**src/rtl/mux4_rr_arbiter.sv**
```systemverilog
// Round-robin arbiter driving the select pair of a shared 4:1 mux, with a per-grant burst limit.
// Optional MUX4_ARB_LOCK_EN adds a lock input that lets the current owner ignore the burst limit.
module mux4_rr_arbiter #(
    parameter int WIDTH     = 8,
    parameter int MAX_BURST = 4
) (
    input  logic               clk,
    input  logic               rst_n,
    input  logic [3:0]         req,
    input  logic [4*WIDTH-1:0] data_in,
`ifdef MUX4_ARB_LOCK_EN
    input  logic [3:0]         lock,
`endif
    output logic [3:0]         gnt,
    output logic [1:0]         sel,
    output logic [WIDTH-1:0]   y_data,
    output logic               y_valid,
    input  logic               y_ready,
    output logic               busy
);

    typedef enum logic {
        IDLE,
        GRANT
    } state_t;

    state_t      r_state;
    logic [3:0]  r_gnt;
    logic [1:0]  r_sel;
    logic [1:0]  r_ptr;
    logic [7:0]  r_beatCnt;

    logic        w_accept;
    logic        w_ownerReq;
    logic        w_lockHold;
    logic        w_burstDone;
    logic        w_release;
    logic [1:0]  w_nextPtr;
    logic [3:0]  w_maskedReq;
    logic [2:0]  w_idlePick;
    logic [2:0]  w_relPick;

    // Returns {found, index} of the first asserted request scanning start, start+1, ... mod 4.
    function automatic logic [2:0] pickNext(input logic [3:0] reqs, input logic [1:0] start);
        logic [2:0] result;
        logic [1:0] idx;
        result = 3'b000;
        for (int k = 3; k >= 0; k--) begin
            idx = start + k[1:0];
            if (reqs[idx]) begin
                result = {1'b1, idx};
            end
        end
        return result;
    endfunction

    assign y_valid    = |(r_gnt & req);
    assign w_accept   = y_valid & y_ready;
    assign w_ownerReq = req[r_sel];

`ifdef MUX4_ARB_LOCK_EN
    assign w_lockHold = lock[r_sel];
`else
    assign w_lockHold = 1'b0;
`endif

    assign w_burstDone = w_accept && !w_lockHold
                         && (({1'b0, r_beatCnt} + 9'd1) >= 9'(MAX_BURST));
    assign w_release   = (r_state == GRANT) && (!w_ownerReq || w_burstDone);
    assign w_nextPtr   = r_sel + 2'd1;
    assign w_maskedReq = req & ~(4'b0001 << r_sel);
    assign w_idlePick  = pickNext(req, r_ptr);
    assign w_relPick   = pickNext(w_maskedReq, w_nextPtr);

    // Arbitration FSM; a release re-arbitrates in the same edge so owners switch without a gap.
    always_ff @(posedge clk or negedge rst_n) begin
        if (!rst_n) begin
            r_state   <= IDLE;
            r_gnt     <= 4'b0000;
            r_sel     <= 2'd0;
            r_ptr     <= 2'd0;
            r_beatCnt <= 8'd0;
        end else begin
            case (r_state)
                IDLE: begin
                    r_beatCnt <= 8'd0;
                    if (w_idlePick[2]) begin
                        r_state <= GRANT;
                        r_gnt   <= 4'b0001 << w_idlePick[1:0];
                        r_sel   <= w_idlePick[1:0];
                    end else begin
                        r_gnt <= 4'b0000;
                    end
                end
                GRANT: begin
                    if (w_release) begin
                        r_ptr     <= w_nextPtr;
                        r_beatCnt <= 8'd0;
                        if (w_relPick[2]) begin
                            r_gnt <= 4'b0001 << w_relPick[1:0];
                            r_sel <= w_relPick[1:0];
                        end else if (!w_ownerReq) begin
                            r_state <= IDLE;
                            r_gnt   <= 4'b0000;
                        end
                    end else if (w_accept && (r_beatCnt != 8'hFF)) begin
                        r_beatCnt <= r_beatCnt + 8'd1;
                    end
                end
                default: begin
                    r_state <= IDLE;
                    r_gnt   <= 4'b0000;
                end
            endcase
        end
    end

    always_comb begin
        y_data = data_in[0 +: WIDTH];
        case (r_sel)
            2'd0: y_data = data_in[0*WIDTH +: WIDTH];
            2'd1: y_data = data_in[1*WIDTH +: WIDTH];
            2'd2: y_data = data_in[2*WIDTH +: WIDTH];
            2'd3: y_data = data_in[3*WIDTH +: WIDTH];
            default: y_data = data_in[0 +: WIDTH];
        endcase
    end

    assign gnt  = r_gnt;
    assign sel  = r_sel;
    assign busy = (r_state == GRANT);

endmodule

```
**config.mk**
```make
export PLATFORM = sky130hd
export DESIGN_NAME = mux4_rr_arbiter
export DESIGN_NICKNAME = d
export VERILOG_FILES = /design/src/rtl/mux4_rr_arbiter.sv
export SDC_FILE = /design/constraint.sdc
export NUM_CORES = 1
export LEC_CHECK = 0
export CORE_ASPECT_RATIO = 0.6
export CORE_UTILIZATION = 25
export CTS_BUF_LIST = sky130_fd_sc_hd__clkbuf_16
export CTS_CLUSTER_DIAMETER = 50
export DETAILED_ROUTE_END_ITERATION = 16
export GPL_TIMING_DRIVEN = 0
export PLACE_DENSITY = 0.55
export SLEW_MARGIN = 0
export SYNTH_ARGS = -nofsm -noshare
export SYNTH_HDL_FRONTEND = slang
export SYNTH_SLANG_ARGS = --single-unit
```
**constraint.sdc**
```tcl
create_clock -name clk -period 6.58 [get_ports clk]
set_clock_uncertainty 0.1 [all_clocks]
set_input_delay 1.316 -clock clk [delete_from_list [all_inputs] [get_ports clk]]
set_output_delay 1.316 -clock clk [all_outputs]
set_load 0.03 [all_outputs]
```
## Word level (Yosys, flattened, before mapping)

Cells that the tools add are included.

- Bits in registers: 17
- Output and inout port bits: 16

- $add $sub $neg: 9
- Magnitude comparators: 10
- Equal/unequal tests: 9
- Shift operators: 3
- Multiplexer cells: 44
- Bitwise operators: 5
- Reduce and logical (&&, ||, !) cells: 10

Operators with widths:

| operator | count |
|---|---|
| $pmux W8 S4 | 1 |
| $lt A2 B3 Y1 const B | 9 |
| $mux W3 | 8 |
| $bmux W1 S2 | 9 |
| $mux W4 | 4 |
| $mux W8 | 2 |
| $pmux W8 S2 | 1 |
| $mux W1 | 13 |
| $shl A1 B2 Y4 const A | 3 |
| $add A8 B1 Y9 const B | 1 |
| $ge A9 B3 Y1 const B | 1 |
| $add A2 B2 Y2 const B | 4 |
| $add A8 B1 Y8 const B | 1 |
| $and A4 B4 Y4 | 2 |
| $ne A8 B8 Y1 const B | 1 |
| $pmux W4 S2 | 1 |
| $add A2 B1 Y2 const B | 3 |
| $mux W2 | 3 |
| $eq A2 B2 Y1 const B | 2 |
| $ne A2 B1 Y1 const B | 2 |
| $not A4 Y4 | 1 |
| $pmux W2 S2 | 1 |
| $reduce_and A2 Y1 | 2 |
| $reduce_or A4 Y1 | 1 |
| 12 further kinds | 14 |

## Depth between registers and ports, before layout

- Word-level depth: 13
- Mapped depth: 8
- Depth with buffers taken out: 7

## Worst setup path before layout

OpenSTA, ideal clock, no wires.

- Path type: input port to output port
- Start: in data_in[24]
- End: out y_data[0]
- Data arrival time: 1.894 ns
- Slack: 3.270 ns
- Stages: 2
- Cell sequence: a222oi_1 > mux2i_1

- Word-level cells in the longest chain between the ends: 1

RTL lines:

| what | RTL line | text |
|---|---|---|
| from (decl) | 10 | `input logic [4*WIDTH-1:0] data_in,` |
| $pmux W8 S4 | 120 | `case (r_sel)` |
| to (decl) | 16 | `output logic [WIDTH-1:0] y_data,` |

No other way between the ends.

## Worst setup path after layout

- Start: in req[0]
- End: out y_valid

- Word-level cells in the longest chain between the ends: 2

RTL lines:

| what | RTL line | text |
|---|---|---|
| from (decl) | 9 | `input logic [3:0] req,` |
| $and A4 B4 Y4 | 57 | `assign y_valid = \|(r_gnt & req);` |
| $reduce_or A4 Y1 | 57 |  |
| to (decl) | 17 | `output logic y_valid,` |

No other way between the ends.

==> impl_results.md <==
* Status: finished clean
* Dpl hpwl at 3.36 mm
* Post-synth top area cell: dfrtp_1
* Critical Path AT at 2.94 ns
* Cts repair resizes at 0
* Synth top cells by count: dfrtp_1 (17), inv_1 (13), nor2_1 (12)
* Detail Route Antenna Nets at 0
* Yosys Warn Count at 0
* Post-route cell area at 0.00215 mm2
* DRT iter0 DRCs at 124
* Area Overhead vs Synth at 49.7%
* CP Data Required Time at 5.16 ns
* Cell Area, Synth at 0.00144 mm2
* # clock sinks at 17
* Vias in the first global route at 1223
* TritonCTS Buffers at 3
* Seq pwr share at 18.6%
* Vias per inst at 4.98
* Part of the power in combinational logic at 68.4%
* RSZ-0062 raised after global routing: false
* Layout net count at 258
* Number of I/O pins at 55
* Fin. Hold Viols at 0
* Reg clk slew, reported paths at 0.05 ns
* Max_cap viols at 0
* Placed instance area at 0.00208 mm2
* IO Port Bufs at 54
* Most frequent cell after synthesis: dfrtp_1
* Clk pwr share at 13.0%
* First-pass GRT wire length at 6.46 mm
* Pwr per Cell Area at 426 mW/mm2
* Gpl congestion at 0.789
* Initial antenna violation count at 0
* Residual DRC count at 0
* Share of the yosys chip area belonging to registers at 29.6%
* Grt total ovfl at 0
* Non-Filler Instances at 290
* Post-synth top area share at 29.6%
* LEAKAGE at 0.878 nW
* H-tree levels at 1
* Slew HR at 49.0%
* Final-report setup violation count at 0
* FF+latch count, synth at 17
* GRT Total Usage at 13.9%
* Clk buf depth at 2
* Final period util at 66.3%
* Total core area at 0.00531 mm2
* Post-synth EDFFs at 0
* Die height at 60.8 um
* CTS tree: done
* Drt pass-1 iters at 6
* Fraction of layout cells with a size suffix above 1 at 8.92%
* Worst setup SP type: primary input
* Place WS at 2.20 ns
* Worst slew pin tran at 0.763 ns
* Slew Limit Fails at 0
* Initial Utilization at 27.1%
* Row count at 20
* Synth Area per Inst at 9.28 um2
* Die area at 0.00607 mm2
* Clock Root Buffer: clkbuf_16
* Crit Path Max Fanout at 8
* Placed instance count at 286
* Post-CTS Setup Repair Bufs at 0
* Sw frac at 46.0%
* Diode count at 0
* Post-Syn Instances at 155
* Min-Delay Path Class: reg -> reg
* Fill cell count at 536
* Synth Flop Type: dfrtp_1
* Cell-internal power at 0.495 mW
* Post-layout total power at 0.918 mW
* Largest cells by area after synthesis: dfrtp_1 (30%), mux2i_1 (7.0%), a222oi_1 (5.6%), ha_1 (4.3%), xnor2_1 (3.7%)
* Final setup TNS at 0 ns
* Vias post-DR at 1444
* Min Clock Period, post-route at 4.36 ns
* Final WS setup at 2.22 ns
* FMAX at 229 MHz
* CP endpoint kind: output port
* Switching power at 0.422 mW
* Netlist cell types at 49
* Hold_buf cts at 0
* Async SR Flop Fraction at 100%
* Critical path type: in -> out
* Pin count of the biggest net entering global routing at 18
* Clk_lat worst skew at 0.25 ns
* Detailed Route WL at 4.14 mm
* Wire length per cell at 14.3 um
* Worst VDD drop at 0.177 mV
* Syn Nets at 199
* Horiz. Die Dim at 99.9 um
## worst max-delay path, cell delays in order
cell and delay, ns:
clkdlybuf4s50_1 0.57, a22oi_1 0.35, nand2_1 0.10, clkdlybuf4s50_1 0.61
## final cells by class
| cell class | count | area (um2) | share of cell area (%) |
|---|---|---|---|
| flip-flops and latches | 17 | 425 | 19.7 |
| multi-input cells | 120 | 938 | 43.6 |
| clock inverters | 1 | 3.75 | 0.174 |
| well taps | 77 | 96.3 | 4.47 |
| plain buffers | 5 | 26.3 | 1.22 |
| clock buffers | 3 | 75.1 | 3.48 |
| inverters | 13 | 48.8 | 2.26 |
| repair buffers | 54 | 541 | 25.1 |
## kinds of logic (layout without fill, tap and decap cells)
family | after synthesis | after routing | synth area share, %
AO/OA/AOI/OAI | 41 | 41 | 23.0
adder cells (fa/ha/maj) | 5 | 5 | 4.35
multiplexers | 18 | 18 | 14.0
AND/OR/NAND/NOR | 50 | 50 | 20.2
XOR/XNOR | 6 | 6 | 3.65
flip-flops | 17 | 17 | 29.6
buffers and inverters | 18 | 76 | 5.22
## path summary, 6_finish.rpt
path | startpoint | endpoint | slack (ns) | cells after the start
min in group asynchronous | rst_n | r_beatCnt[1] | 1.42 | 1
hold / removal | gnt[3] | gnt[3] | 0.45 | 1
setup reg to reg | sel[0] | gnt[0] | 3.96 | 7
setup / recovery | req[0] | y_valid | 2.22 | 4
hold reg to reg | gnt[3] | gnt[3] | 0.45 | 1
max in group asynchronous | rst_n | gnt[0] | 4.48 | 1
## layout by cell type (no fill, tap or decap), drive strengths merged, types with 2 or more instances in the layout
master | netlist | layout
nand2b | 2 | 2
inv | 13 | 14
clkdlybuf4s50 | 0 | 54
or4 | 4 | 4
a21oi | 9 | 9
nor3 | 2 | 2
nor2 | 12 | 12
clkbuf | 1 | 4
nor4b | 2 | 2
nor2b | 6 | 6
a222oi | 8 | 8
dfrtp | 17 | 17
nand3 | 4 | 4
o21ai | 2 | 2
nand2 | 8 | 8
o311ai | 2 | 2
nand3b | 2 | 2
o22ai | 5 | 5
a22oi | 2 | 2
a21boi | 2 | 2
nor4 | 2 | 2
mux2 | 7 | 7
buf | 4 | 4
ha | 5 | 5
xnor2 | 6 | 6
mux2i | 10 | 10
## power by group through the flow
stage	registers [mW]	clock network (mW)	logic [mW]
after floorplan	0.195	0	0.387
after global placement	0.172	0	0.640
after detailed placement	0.171	0	0.624
after CTS	0.170	0.124	0.627
after global routing	0.176	0.129	0.672
final	0.171	0.120	0.628
## per-stage QoR
| step | hold WS [ns] | utilization (%) |
|---|---|---|
| 2_1_floorplan | 0.394 | - |
| 3_3_place_gp | 0.442 | 39.1 |
| 3_5_place_dp | 0.430 | 39.1 |
| 4_1_cts | 0.453 | 40.6 |
| 5_1_grt | 0.471 | 40.6 |
| 6_report | 0.452 | 40.6 |
## sequential cells by signal (all words and copies together) (netlist names)
name and cells:
r_beatCnt 8, busy 1, r_ptr 2, gnt 4, sel 2
## metal layers
layer | GRT usage [%] | vias to the layer above | wire length, um | part of all wire, %
met1 | 22.6 | 688 | 2340 | 56
met4 | 1.89 | 0 | 21 | 0.51
met3 | 3.11 | 2 | 216 | 5.2
met2 | 18.3 | 48 | 1560 | 38
met5 | 0 | - | 0 | 0
li1 | - | 706 | - | -
Note: power is estimated with default switching activity, not from simulation.
